**config.mk**
```make
export PLATFORM = sky130hd
export DESIGN_NAME = vga_sprite_ctrl
export DESIGN_NICKNAME = d
export VERILOG_FILES = /design/src/rtl/vga_game_pkg.sv /design/src/rtl/switch_debounce.sv /design/src/rtl/vga_sprite_ctrl.sv
export SDC_FILE = /design/constraint.sdc
export NUM_CORES = 1
export LEC_CHECK = 0
export CORE_UTILIZATION = 59
export DETAILED_ROUTE_END_ITERATION = 10
export DONT_BUFFER_PORTS = 1
export HOLD_SLACK_MARGIN = 0.12
export PLACE_DENSITY = 0.75
export SLEW_MARGIN = 20
export SYNTH_ARGS = -nofsm -noshare
export SYNTH_HDL_FRONTEND = slang
export SYNTH_SLANG_ARGS = --single-unit
```
**constraint.sdc**
```tcl
create_clock -name CLK -period 3.9 [get_ports CLK]
set_input_delay 0.78 -clock CLK [delete_from_list [all_inputs] [get_ports CLK]]
set_output_delay 0.78 -clock CLK [all_outputs]
set_load 0.01 [all_outputs]
```
**src/rtl/vga_game_pkg.sv**
```systemverilog
// Shared types, widths and movement helpers for the VGA sprite game logic.
package vga_game_pkg;

  localparam int unsigned COORD_W   = 10;
  localparam int unsigned RGB_W     = 4;
  localparam int unsigned H_RES_DEF = 640;
  localparam int unsigned V_RES_DEF = 480;

  typedef logic [COORD_W-1:0]        coord_t;
  typedef logic [COORD_W:0]          ucoord_t;
  typedef logic signed [COORD_W:0]   scoord_t;

  typedef logic [1:0] pos_state_t;
  localparam pos_state_t StIdle   = 2'd0;
  localparam pos_state_t StCalc   = 2'd1;
  localparam pos_state_t StCommit = 2'd2;

  // One axis of motion: a lone pressed switch wins, both/neither hold still unless
  // autonomous motion is enabled; the result is always clamped to [lo, hi].
  function automatic coord_t axis_pos(input scoord_t pos, input logic dir, input logic neg_p,
                                      input logic pos_p, input logic auto_en,
                                      input scoord_t step, input scoord_t lo,
                                      input scoord_t hi);
    scoord_t t;
    t = pos;
    if (neg_p && !pos_p) t = pos - step;
    else if (pos_p && !neg_p) t = pos + step;
    else if (auto_en && !neg_p && !pos_p) t = dir ? pos + step : pos - step;
    if (t < lo) t = lo;
    else if (t > hi) t = hi;
    return coord_t'(t);
  endfunction

  // Direction after a move: follows a lone pressed switch, flips when an autonomous
  // move would cross a limit, otherwise unchanged.
  function automatic logic axis_dir(input scoord_t pos, input logic dir, input logic neg_p,
                                    input logic pos_p, input scoord_t step,
                                    input scoord_t lo, input scoord_t hi);
    scoord_t t;
    logic    d;
    d = dir;
    if (neg_p && !pos_p) d = 1'b0;
    else if (pos_p && !neg_p) d = 1'b1;
    else if (!neg_p && !pos_p) begin
      t = dir ? pos + step : pos - step;
      if (t > hi) d = 1'b0;
      else if (t < lo) d = 1'b1;
    end
    return d;
  endfunction

endpackage

```
**src/rtl/switch_debounce.sv**
```systemverilog
// Two-flop synchroniser plus saturating-count debouncer for one active-low switch.
module switch_debounce #(
  parameter int unsigned DEB_BITS = 16
) (
  input  logic clk_i,
  input  logic rst_i,
  input  logic sw_ni,
  output logic pressed_o
);

  logic [1:0]          sync_q, sync_d;
  logic                stable_q, stable_d;
  logic [DEB_BITS-1:0] cnt_q, cnt_d;

  always_comb begin
    sync_d   = {sync_q[0], sw_ni};
    stable_d = stable_q;
    cnt_d    = cnt_q;
    if (sync_q[1] == stable_q) begin
      cnt_d = '0;
    end else if (&cnt_q) begin
      stable_d = sync_q[1];
      cnt_d    = '0;
    end else begin
      cnt_d = cnt_q + 1'b1;
    end
  end

  always_ff @(posedge clk_i) begin
    if (rst_i) begin
      sync_q   <= 2'b11;
      stable_q <= 1'b1;
      cnt_q    <= '0;
    end else begin
      sync_q   <= sync_d;
      stable_q <= stable_d;
      cnt_q    <= cnt_d;
    end
  end

  assign pressed_o = ~stable_q;

endmodule

```
**src/rtl/vga_sprite_ctrl.sv**
```systemverilog
// Single-sprite VGA game logic: debounced switches move a clamped sprite during vblank.
// Define VGA_SPRITE_BOUNCE_EN to make the sprite bounce autonomously when no switch is held.
module vga_sprite_ctrl
  import vga_game_pkg::*;
#(
  parameter int unsigned H_RES     = H_RES_DEF,
  parameter int unsigned V_RES     = V_RES_DEF,
  parameter int unsigned BORDER    = 10,
  parameter int unsigned SPR_W     = 30,
  parameter int unsigned SPR_H     = 30,
  parameter int unsigned STEP      = 1,
  parameter int unsigned FRAME_DIV = 1,
  parameter int unsigned DEB_BITS  = 16,
  parameter int unsigned START_X   = 320,
  parameter int unsigned START_Y   = 240,
  parameter logic [3*RGB_W-1:0] SPR_RGB = 12'h070,
  parameter logic [3*RGB_W-1:0] BRD_RGB = 12'h773
) (
  input  logic               CLK,
  input  logic               RST,
  input  logic               up_n,
  input  logic               dn_n,
  input  logic               left_n,
  input  logic               right_n,
  input  logic [COORD_W-1:0] x,
  input  logic [COORD_W-1:0] y,
  input  logic               blank,
  output logic [RGB_W-1:0]   RED,
  output logic [RGB_W-1:0]   GREEN,
  output logic [RGB_W-1:0]   BLUE,
  output logic [COORD_W-1:0] o_x,
  output logic [COORD_W-1:0] o_y,
  output logic               frame_tick
);

  localparam int unsigned FcntW    = (FRAME_DIV > 1) ? $clog2(FRAME_DIV) : 1;
  localparam logic [FcntW-1:0] FcntLast = FcntW'(FRAME_DIV - 1);

  localparam scoord_t StepS = scoord_t'(STEP);
  localparam scoord_t XMin  = scoord_t'(BORDER);
  localparam scoord_t XMax  = scoord_t'(H_RES - BORDER - SPR_W);
  localparam scoord_t YMin  = scoord_t'(BORDER);
  localparam scoord_t YMax  = scoord_t'(V_RES - BORDER - SPR_H);

  localparam ucoord_t SprWU = ucoord_t'(SPR_W);
  localparam ucoord_t SprHU = ucoord_t'(SPR_H);
  localparam ucoord_t BrdU  = ucoord_t'(BORDER);
  localparam ucoord_t BrdRU = ucoord_t'(H_RES - BORDER);
  localparam ucoord_t BrdBU = ucoord_t'(V_RES - BORDER);

  logic up_p, dn_p, lf_p, rt_p;

  switch_debounce #(.DEB_BITS(DEB_BITS)) u_deb_up (
    .clk_i(CLK), .rst_i(RST), .sw_ni(up_n), .pressed_o(up_p)
  );
  switch_debounce #(.DEB_BITS(DEB_BITS)) u_deb_dn (
    .clk_i(CLK), .rst_i(RST), .sw_ni(dn_n), .pressed_o(dn_p)
  );
  switch_debounce #(.DEB_BITS(DEB_BITS)) u_deb_left (
    .clk_i(CLK), .rst_i(RST), .sw_ni(left_n), .pressed_o(lf_p)
  );
  switch_debounce #(.DEB_BITS(DEB_BITS)) u_deb_right (
    .clk_i(CLK), .rst_i(RST), .sw_ni(right_n), .pressed_o(rt_p)
  );

  pos_state_t          state_q, state_d;
  logic                frame_tick_q, frame_tick_d;
  logic [FcntW-1:0]    fcnt_q, fcnt_d;
  logic                strobe;
  coord_t              o_x_q, o_x_d, o_y_q, o_y_d;
  coord_t              nx_q, nx_d, ny_q, ny_d;
  coord_t              calc_x, calc_y;
  logic [3*RGB_W-1:0]  rgb_q, rgb_d;
  logic                dir_x, dir_y;
  logic                auto_en;

`ifdef VGA_SPRITE_BOUNCE_EN
  logic dir_x_q, dir_x_d, dir_y_q, dir_y_d;

  assign auto_en = 1'b1;
  assign dir_x   = dir_x_q;
  assign dir_y   = dir_y_q;

  // Directions only steer the next calculation, so they can settle during CALC.
  always_comb begin
    dir_x_d = dir_x_q;
    dir_y_d = dir_y_q;
    if (state_q == StCalc) begin
      dir_x_d = axis_dir($signed({1'b0, o_x_q}), dir_x_q, lf_p, rt_p, StepS, XMin, XMax);
      dir_y_d = axis_dir($signed({1'b0, o_y_q}), dir_y_q, up_p, dn_p, StepS, YMin, YMax);
    end
  end

  always_ff @(posedge CLK) begin
    if (RST) begin
      dir_x_q <= 1'b1;
      dir_y_q <= 1'b1;
    end else begin
      dir_x_q <= dir_x_d;
      dir_y_q <= dir_y_d;
    end
  end
`else
  assign auto_en = 1'b0;
  assign dir_x   = 1'b1;
  assign dir_y   = 1'b1;
`endif

  always_comb begin
    calc_x = axis_pos($signed({1'b0, o_x_q}), dir_x, lf_p, rt_p, auto_en, StepS, XMin, XMax);
    calc_y = axis_pos($signed({1'b0, o_y_q}), dir_y, up_p, dn_p, auto_en, StepS, YMin, YMax);
  end

  always_comb begin
    frame_tick_d = (x == '0) && (y == coord_t'(V_RES));
    strobe       = frame_tick_q && (fcnt_q == FcntLast);
    fcnt_d       = fcnt_q;
    if (frame_tick_q) fcnt_d = (fcnt_q == FcntLast) ? '0 : fcnt_q + 1'b1;

    state_d = state_q;
    nx_d    = nx_q;
    ny_d    = ny_q;
    o_x_d   = o_x_q;
    o_y_d   = o_y_q;
    unique case (state_q)
      StIdle: if (strobe) state_d = StCalc;
      StCalc: begin
        nx_d    = calc_x;
        ny_d    = calc_y;
        state_d = StCommit;
      end
      StCommit: begin
        o_x_d   = nx_q;
        o_y_d   = ny_q;
        state_d = StIdle;
      end
      default: state_d = StIdle;
    endcase
  end

  logic    in_spr, in_brd;
  ucoord_t xu, yu, oxu, oyu;

  always_comb begin
    xu     = {1'b0, x};
    yu     = {1'b0, y};
    oxu    = {1'b0, o_x_q};
    oyu    = {1'b0, o_y_q};
    in_spr = (xu >= oxu) && (xu < oxu + SprWU) && (yu >= oyu) && (yu < oyu + SprHU);
    in_brd = (xu < BrdU) || (xu >= BrdRU) || (yu < BrdU) || (yu >= BrdBU);
    if (blank)       rgb_d = '0;
    else if (in_spr) rgb_d = SPR_RGB;
    else if (in_brd) rgb_d = BRD_RGB;
    else             rgb_d = '0;
  end

  always_ff @(posedge CLK) begin
    if (RST) begin
      state_q      <= StIdle;
      frame_tick_q <= 1'b0;
      fcnt_q       <= '0;
      o_x_q        <= coord_t'(START_X);
      o_y_q        <= coord_t'(START_Y);
      nx_q         <= '0;
      ny_q         <= '0;
      rgb_q        <= '0;
    end else begin
      state_q      <= state_d;
      frame_tick_q <= frame_tick_d;
      fcnt_q       <= fcnt_d;
      o_x_q        <= o_x_d;
      o_y_q        <= o_y_d;
      nx_q         <= nx_d;
      ny_q         <= ny_d;
      rgb_q        <= rgb_d;
    end
  end

  assign {RED, GREEN, BLUE} = rgb_q;
  assign o_x                = o_x_q;
  assign o_y                = o_y_q;
  assign frame_tick         = frame_tick_q;

endmodule
```
==> reports/qor.csv <==
metric;value;unit
clock_latency;0.41;ns
drv_slew;0;
hold_class;register to register;
finalPower;2810;uW
vias_per_cell;5.92;
syn_inst;835;
ir_drop;0.405;mV
layout_commonest_cell;dfxtp_1;
ctsLongestPathBuffers;2;
synth_simple_gate_area_frac;0.247;
syn2layout_area_growth;7.60;%
rows;39;
ys_seq_area_frac;0.348;
die-area;0.0122;mm^2
drt_iter0_markers;336;
nets;896;
place.gp.congestion;0.865;
r2r_setup_slack;0.92;ns
finalInstanceArea;0.00749;mm^2
grt_pass1_vias;5772;
start_util;0.607;
synth-edff-count;0;
num_io_pins;60;
synth_compound_area_frac;0.147;
routed_wl;15100;um
drc;0;
syn_area;0.00696;mm^2
max_slew_margin;0.353;
cts_root_buffer;clkbuf_16;
arrival;3.34;ns
async_reset_ff_frac;0;
n_antenna_cell;0;
critPathLaunchType;register;
setup_viol;0;
fin_tns_setup;0;ns
post-cts-setup-buffer-count;0;
mostFrequentLayoutCells;dfxtp_1 (121), nor2_1 (107), nand2_1 (89);
worst-path-max-fanout;8;
crit_type;register to register;
synth.area.mux_share;0.00288;
cts-buffers-inserted;17;
static-leakage-power;0.00274;uW
fillers;952;
synth_ff_type;dfxtp_1;
cts_tree;yes;
ys_warn_count;0;
num_vias;5761;
maxCapViolations;0;
p_clk_frac;0.529;
crit_top_cell;ha_1;
overflow;0;
grt_usage;0.258;
cts_sinks;121;
antenna_found_initial;0;
status;finished clean;
max_freq;0.335;GHz
finalCriticalPeriod;2.98;ns
htreeDepth;4;
hold_buffers;0;
drive_above_1_share;0.0651;
utilization;0.653;
hpwl;11000;um
ys_types;77;
crit_chain;inv_1, ha_1, a21oi_1, xnor2_1, ha_1, a21o_1, a211oi_1, o31a_1, o22ai_1, nor4bb_1, a21bo_2;
crit_path_max_incr_delay;0.56;ns
required;4.26;ns
synth_area_per_cell;8.34;um^2
cts.clk_slew.worst_paths;0.05;ns
cts_resized;0;
final_antenna_net_count;0;
grt_max_degree;41;
hold_violations;0;
die_w;111;um
grt_pass1_wl;25800;um
endpoint_kind;register;
first_pass_iters;5;
wire_per_inst;15.5;um
post-route-period-util;0.764;
slowest_stage;dfxtp_1;
port_buffers;0;
die-height;111;um
synth_top_family_by_area;simple AND/OR/NAND/NOR gates;
switchingPower;570;uW
core_region_area;0.0115;mm^2
synthAdderAreaFrac;0.0899;
power_frac_seq;0.446;
p_comb_frac;0.025;
ys_ff_latch;121;
p_sw_frac;0.203;
synth_xor_area_frac;0.108;
place_area;0.00693;mm^2
intPower;2240;uW
hold_ws;0.406;ns
worst_pin_slew;0.965;ns
grt_setup_unrepaired;false;
power.density;375;mW/mm^2
skew;0.00888;ns
[cells in the mapped netlist (4+ instances only)]
master	count	area, um^2
clkbuf_1	18	67.6
xnor2_1	51	447
a21oi_1	33	165
or3_1	10	62.6
nor4_1	10	62.6
o22ai_1	6	37.5
dfxtp_1	121	2420
nand3_1	44	220
ha_1	50	626
nor3_1	16	80.1
nand4_1	12	75.1
and3b_1	4	35.0
o31ai_1	6	45.0
xor2_1	33	289
o21a_1	8	60.1
nor2_1	107	402
a31oi_1	4	25.0
buf_6	5	56.3
o21ai_0	22	110
a32o_1	4	40.0
or2_2	9	56.3
inv_1	36	135
nand2b_1	6	37.5
buf_4	11	82.6
nand2_1	89	334
a22oi_1	5	37.5
a21o_1	12	90.1
and2_1	4	25.0
buf_2	6	30.0
nor2b_1	9	56.3
o211ai_1	14	105
and3_1	9	56.3
[layer usage]
layer / up-vias / wire, um / global-route usage
met5: - / 0 / 0
met4: 0 / 335 / 0.122
met3: 39 / 748 / 0.0648
met2: 142 / 7570 / 0.456
met1: 2708 / 6400 / 0.288
li1: 2872 / - / -
[stage by stage]
| stage | instances | worst slack [ns] |
|---|---|---|
| global placement | 943 | 1.06 |
| global route | 973 | 0.726 |
| floorplan | 838 | 1.30 |
| CTS | 973 | 0.926 |
| finish | 973 | 0.919 |
| detailed placement | 943 | 0.950 |
[area by class of cell]
cell class | instances | area (um^2) | area share
tap | 143 | 179 | 0.0239
multi-input combinational | 638 | 4160 | 0.555
clock inverter | 8 | 97.6 | 0.0130
clock buffer | 22 | 464 | 0.0620
sequential | 121 | 2420 | 0.323
timing repair buffer | 4 | 30.0 | 0.00401
inverter | 37 | 139 | 0.0185
[critical path: cells and delay by family, from the launching register on]
family	cells	cell delay, ns
compound gates	6	1.05
xor+xnor	1	0.16
fa+ha+maj	2	0.59
buf+inv	1	0.19
simple gates	1	0.36
flops	1	0.56
[final timing paths]
path,to,from,cells past startpoint
setup / recovery,rgb_q[5],o_x[1],11
hold / removal,u_deb_up.sync_q[1],u_deb_up.sync_q[0],1
setup reg to reg,rgb_q[5],o_x[1],11
hold reg to reg,u_deb_up.sync_q[1],u_deb_up.sync_q[0],1
[power by group through the flow]
stage / Clock [uW] / Sequential [uW] / Combinational, uW
CTS: 1510 / 1250 / 71.3
finish: 1480 / 1250 / 71.6
global placement: 0 / 1280 / 65.9
floorplan: 0 / 1270 / 70.7
detailed placement: 0 / 1280 / 70.7
global route: 1570 / 1250 / 80.8
[cell families after synthesis]
group,after synthesis
xor gates and xnor gates,85
adders and majority gates,50
muxes,2
DFF,121
other,1
AOI/OAI and AO/OA,147
and+or+nand+nor,350
buffers and inverters,79
[sequential cells by signal (all words and copies together) (netlist names), 10 cells and up]
register and cells:
u_deb_dn.cnt_q 16, ny_q 10, u_deb_up.cnt_q 16, o_x 10
o_y 10, nx_q 10, u_deb_right.cnt_q 16, u_deb_left.cnt_q 16
No activity file was read; power rests on OpenSTA's default activity.
